### src/rtl/eval_taper.sv
// Phase-tapered evaluation: blends middle-game and end-game scores by game phase,
// divides by 24 with a serial restoring divider and returns a side-to-move score.
module eval_taper #(
    parameter int EVAL_WIDTH = 32
) (
    input  logic                         clk,
    input  logic                         reset,
    input  logic                         eval_valid,
    input  logic signed [EVAL_WIDTH-1:0] eval_mg,
    input  logic signed [EVAL_WIDTH-1:0] eval_eg,
    input  logic                         insufficient_material,
    input  logic [4:0]                   phase,
    input  logic                         white_to_move,
    input  logic                         clear_eval,
    output logic signed [EVAL_WIDTH-1:0] eval_out,
    output logic                         eval_out_valid
);
    localparam int PHASE_MAX = 24;
    localparam int IW        = EVAL_WIDTH + 6;
    localparam int DIV_BITS  = EVAL_WIDTH + 5;
    localparam int CNT_W     = $clog2(DIV_BITS + 1);

    localparam logic [2:0] S_IDLE = 3'd0;
    localparam logic [2:0] S_MUL  = 3'd1;
    localparam logic [2:0] S_SUM  = 3'd2;
    localparam logic [2:0] S_DIV  = 3'd3;
    localparam logic [2:0] S_DONE = 3'd4;

    function automatic logic [4:0] sat_phase(input logic [4:0] p);
        return (p > 5'(PHASE_MAX)) ? 5'(PHASE_MAX) : p;
    endfunction

    // Clamp to the output range; bits above the output sign must all match it.
    function automatic logic signed [EVAL_WIDTH-1:0] sat_out(input logic signed [IW-1:0] v);
        if (v[IW-1:EVAL_WIDTH-1] == {(IW-EVAL_WIDTH+1){1'b0}} ||
            v[IW-1:EVAL_WIDTH-1] == {(IW-EVAL_WIDTH+1){1'b1}})
            return v[EVAL_WIDTH-1:0];
        else if (v[IW-1])
            return {1'b1, {(EVAL_WIDTH-1){1'b0}}};
        else
            return {1'b0, {(EVAL_WIDTH-1){1'b1}}};
    endfunction

    logic [2:0]                   state_q, state_d;
    logic signed [EVAL_WIDTH-1:0] mg_q, mg_d, eg_q, eg_d;
    logic [4:0]                   phase_q, phase_d;
    logic                         wtm_q, wtm_d, insuf_q, insuf_d;
    logic signed [IW-1:0]         a_q, a_d, b_q, b_d;
    logic                         neg_q, neg_d;
    logic [DIV_BITS-1:0]          dvd_q, dvd_d;
    logic [4:0]                   rem_q, rem_d;
    logic [CNT_W-1:0]             cnt_q, cnt_d;
    logic signed [EVAL_WIDTH-1:0] out_q, out_d;
    logic                         vld_q, vld_d;

    logic signed [IW-1:0] mg_x, eg_x, p_x, pc_x, s_sum;
    logic signed [IW-1:0] q_mag, q_s, q_side, q_fin;
    logic [5:0]           rem_sh;
    logic                 q_bit;

    assign mg_x  = {{6{mg_q[EVAL_WIDTH-1]}}, mg_q};
    assign eg_x  = {{6{eg_q[EVAL_WIDTH-1]}}, eg_q};
    assign p_x   = {{(IW-5){1'b0}}, phase_q};
    assign pc_x  = {{(IW-5){1'b0}}, 5'(PHASE_MAX) - phase_q};
    assign s_sum = a_q + b_q;

    // One restoring step: shift in the next dividend bit, subtract 24 if it fits.
    assign rem_sh = {rem_q, dvd_q[DIV_BITS-1]};
    assign q_bit  = (rem_sh >= 6'd24);

    assign q_mag  = {1'b0, dvd_q};
    assign q_s    = neg_q ? -q_mag : q_mag;
    assign q_side = wtm_q ? q_s : -q_s;
    assign q_fin  = insuf_q ? '0 : q_side;

    always_comb begin
        state_d = state_q;
        mg_d    = mg_q;
        eg_d    = eg_q;
        phase_d = phase_q;
        wtm_d   = wtm_q;
        insuf_d = insuf_q;
        a_d     = a_q;
        b_d     = b_q;
        neg_d   = neg_q;
        dvd_d   = dvd_q;
        rem_d   = rem_q;
        cnt_d   = cnt_q;
        out_d   = out_q;
        vld_d   = vld_q;
        case (state_q)
            S_IDLE: begin
                if (eval_valid) begin
                    mg_d    = eval_mg;
                    eg_d    = eval_eg;
                    phase_d = sat_phase(phase);
                    wtm_d   = white_to_move;
                    insuf_d = insufficient_material;
                    state_d = S_MUL;
                end
            end
            S_MUL: begin
                a_d     = mg_x * p_x;
                b_d     = eg_x * pc_x;
                state_d = S_SUM;
            end
            S_SUM: begin
                neg_d   = s_sum[IW-1];
                dvd_d   = DIV_BITS'(s_sum[IW-1] ? -s_sum : s_sum);
                rem_d   = '0;
                cnt_d   = '0;
                state_d = S_DIV;
            end
            S_DIV: begin
                if (cnt_q == CNT_W'(DIV_BITS)) begin
                    out_d   = sat_out(q_fin);
                    vld_d   = 1'b1;
                    state_d = S_DONE;
                end else begin
                    rem_d = q_bit ? 5'(rem_sh - 6'd24) : rem_sh[4:0];
                    dvd_d = {dvd_q[DIV_BITS-2:0], q_bit};
                    cnt_d = cnt_q + CNT_W'(1);
                end
            end
            S_DONE: ;
            default: state_d = S_IDLE;
        endcase
        if (clear_eval) begin
            state_d = S_IDLE;
            out_d   = '0;
            vld_d   = 1'b0;
        end
    end

    always_ff @(posedge clk or negedge reset) begin
        if (!reset) begin
            state_q <= S_IDLE;
            mg_q    <= '0;
            eg_q    <= '0;
            phase_q <= '0;
            wtm_q   <= 1'b0;
            insuf_q <= 1'b0;
            a_q     <= '0;
            b_q     <= '0;
            neg_q   <= 1'b0;
            dvd_q   <= '0;
            rem_q   <= '0;
            cnt_q   <= '0;
            out_q   <= '0;
            vld_q   <= 1'b0;
        end else begin
            state_q <= state_d;
            mg_q    <= mg_d;
            eg_q    <= eg_d;
            phase_q <= phase_d;
            wtm_q   <= wtm_d;
            insuf_q <= insuf_d;
            a_q     <= a_d;
            b_q     <= b_d;
            neg_q   <= neg_d;
            dvd_q   <= dvd_d;
            rem_q   <= rem_d;
            cnt_q   <= cnt_d;
            out_q   <= out_d;
            vld_q   <= vld_d;
        end
    end

    assign eval_out       = out_q;
    assign eval_out_valid = vld_q;
endmodule
### config.mk
export PLATFORM = sky130hd
export DESIGN_NAME = eval_taper
export DESIGN_NICKNAME = d
export VERILOG_FILES = /design/src/rtl/eval_taper.sv
export SDC_FILE = /design/constraint.sdc
export NUM_CORES = 1
export LEC_CHECK = 0
export CAP_MARGIN = 20
export CORE_MARGIN = 5
export CORE_UTILIZATION = 50
export DETAILED_ROUTE_END_ITERATION = 10
export PLACE_DENSITY = 0.64
export SETUP_SLACK_MARGIN = 0.2
export SYNTH_ARGS = -nofsm -noshare
export SYNTH_HDL_FRONTEND = slang
export SYNTH_SLANG_ARGS = --single-unit
### constraint.sdc
create_clock -name clk -period 7.3 [get_ports clk]
set_input_delay 1.095 -clock clk [delete_from_list [all_inputs] [get_ports clk]]
set_output_delay 1.095 -clock clk [all_outputs]
set_load 0.03 [all_outputs]
==> summary.md <==
| Metric | Value |
|---|---|
| Fin crit period | roughly 6300 ps |
| # nets final | 3383 |
| CP Capture Type | flop |
| CTS Root Cell | clkbuf_16 |
| Worst setup path class | reg -> reg |
| Post-Layout Inst Area | approximately 28000 um2 |
| Synth top area share | 0.226 |
| Yosys cell types | 86 |
| DP Wirelength | 46.7 mm |
| Sequential area share after synthesis | 0.226 |
| Routed Antenna Nets | 0 |
| Via-per-instance ratio | 5.51 |
| Dpl cell area | ~27000 um2 |
| Number of global-route vias before repair | 20300 |
| CTS tree | built |
| Setup TNS | 0 ps |
| WL final | 58.6 mm |
| Critical path required time | roughly 7700 ps |
| CP max FO | 65 |
| Critical Path Start Type | flop |
| Status | finished, final reports clean |
| Starting Density | 0.502 |
| Sink Count | approximately 230 |
| Rows | a little over 80 |
| Final hold vios | 0 |
| Syn Nets | about 3400 |
| Area growth syn-to-layout | 9.98% |
| M2 GR Usage | 0.366 |
| DIE WIDTH | approximately 240 um |
| Drc violations | 0 |
| Total CTS buffers | 29 |
| RSZ-0062 raised after global routing | no |
| Iter 0 DRT Violations | 896 |
| Final setup viols | 0 |
| Main synth FF type | dfrtp_1 |
| TritonRoute pass-1 iters | 5 |
| Layout cells sized above 1 | 0.0669 |
| Total core area | just over 50000 um2 |
| Die area | around 56000 um2 |
| Arrival @ worst endpoint | ~6800 ps |
| Worst Skew | about 30 ps |
| Largest net degree at the start of global routing | between 100 and 150 |
| Maximum clock rate | around 0.16 GHz |
| Clk_lat worst skew | between 500 and 600 ps |
| Die Ht | approximately 240 um |
| Most common cell after layout, fill and taps aside | inv_1 |
| Grt total ovfl | 0 |
| Slew @ Worst Pin | 965 ps |
| Top Usage Layer GRT | met2 |
| Ys Warns | 0 |
| Ranking of synthesized cells by area | dfrtp_1 (23%), fa_1 (15%), ha_1 (9.2%) |
| Post-synth EDFFs | 0 |
| First-pass GRT wire length | about 100 mm |
| Asr flop ratio synth | 1.00 |
| Overall routing resource usage | 0.209 |
| Met3 usage | 0.0190 |
| Mapped Area | about 26000 um2 |
| PortBufs | 107 |
| Initial antenna violation count | 0 |
| Dpl ws | between 700 and 800 ps |
| Routability Congestion | between 0.9 and 1 |
| Fill cells | around 4700 |
| Largest area contributor in the netlist | dfrtp_1 |
| Hold buffers post-CTS | 0 |
| Hold Path Class | reg -> reg |
| Fin crit share | 0.867 |
| Worst-path clk slew | 60 ps |
| Number of synthesized register bits | between 200 and 250 |
| Met1 usage | 0.272 |
| Min setup slack post-route | slightly below 1000 ps |
| Most frequent cells in the layout | inv_1 (326), and2_1 (238), nand2_1 (234) |
| ANT cells | 0 |
| Synthesized area per cell | just under 9 um2 |
| H-tree depth | 1 |
| Rel. slew slack | 0.352 |
| Clock buffer depth | 3 |
| Slew Limit Fails | 0 |
| Max cap viols | 0 |
| Routed via count | roughly 20000 |
| I/O pins | 108 |
| Wire per inst | 16.2 um |
| Cells after Synth | 2906 |
[per-stage QoR]
stage	std cells	util	hold WS, ps
after floorplan	2906	-	438
after global placement	3572	0.532	456
after detailed placement	3573	0.532	476
after CTS	3625	0.551	489
after global routing	3626	0.552	500
final	3626	0.552	485
[layer usage]
metal / wire, um / part of all wire
met2: 28500 / 0.49
met4: 2340 / 0.040
met3: 1870 / 0.032
met1: 25900 / 0.44
met5: 0 / 0
[critical path: stages, from the launching register on]
cell      delay, ps
dfrtp_1         380
buf_6           250
nor3_1          350
xnor2_2         150
buf_4           360
nor2b_1         100
ha_1            330
fa_1            540
inv_1            60
fa_1            540
inv_1            40
ha_1            320
nand2_1          80
o21ai_0         130
o311ai_0        460
o31ai_1         210
o21ai_0         320
a21oi_1         150
o41ai_2         370
o21ai_0         240
o41a_1          350
a21oi_1         170
xor2_1          160
o21ai_0          90
[repair_timing]
item | 4_1_cts | 5_1_grt
setup endpoints to repair | 0 | 1
buffers inserted | 0 | 0
resized for setup | 0 | 2
[flip-flops by register name, summed over array words and instances, names as in the netlist, 5 cells and up]
name	cells
a_q	38
phase_q	5
mg_q	32
rem_q	5
dvd_q	37
cnt_q	6
eg_q	32
b_q	38
eval_out	32
[cell type report]
class | instances | area (um2) | share of cell area
tap | 680 | 851 | 0.0302
clock inverter | 12 | 158 | 0.00559
timing repair buffer | 133 | 1300 | 0.0460
inverter | 327 | 1230 | 0.0435
multi-input combinational | 2202 | 18000 | 0.640
sequential | 232 | 5810 | 0.206
clock buffer | 40 | 817 | 0.0290
[worst paths after layout]
| check | from | to | slack [ps] | cells after the start |
|---|---|---|---|---|
| hold reg to reg | b_q[30] | b_q[30] | 490 | 2 |
| min in group asynchronous | reset | eval_out[1] | 600 | 1 |
| setup / recovery | phase_q[0] | b_q[36] | 970 | 23 |
| max in group asynchronous | reset | neg_q | 5160 | 2 |
| setup reg to reg | phase_q[0] | b_q[36] | 970 | 23 |
| hold / removal | b_q[30] | b_q[30] | 490 | 2 |
[synth_stat cells, types with 100 or more instances]
master and instances:
nand2_1 234, inv_1 326, clkbuf_1 122, fa_1 195, and2_1 238, a21oi_1 156, nor2_1 110, ha_1 188
o21ai_0 167, dfrtp_1 232, xnor2_1 110, xor2_1 100
[kinds of logic (layout without fill, tap and decap cells)]
kind of cell	after synthesis	in the layout	synth area share
AOI/OAI and AO/OA	620	620	0.158
buffers and inverters	472	512	0.0716
muxes	82	82	0.0358
and+or+nand+nor	905	905	0.191
adders and majority gates	383	383	0.244
xor gates and xnor gates	212	212	0.0730
DFF	232	232	0.226
Power is left out: the tool's default activity adds up to more than one toggle a clock period on the data nets, which glitch-free logic cannot reach.
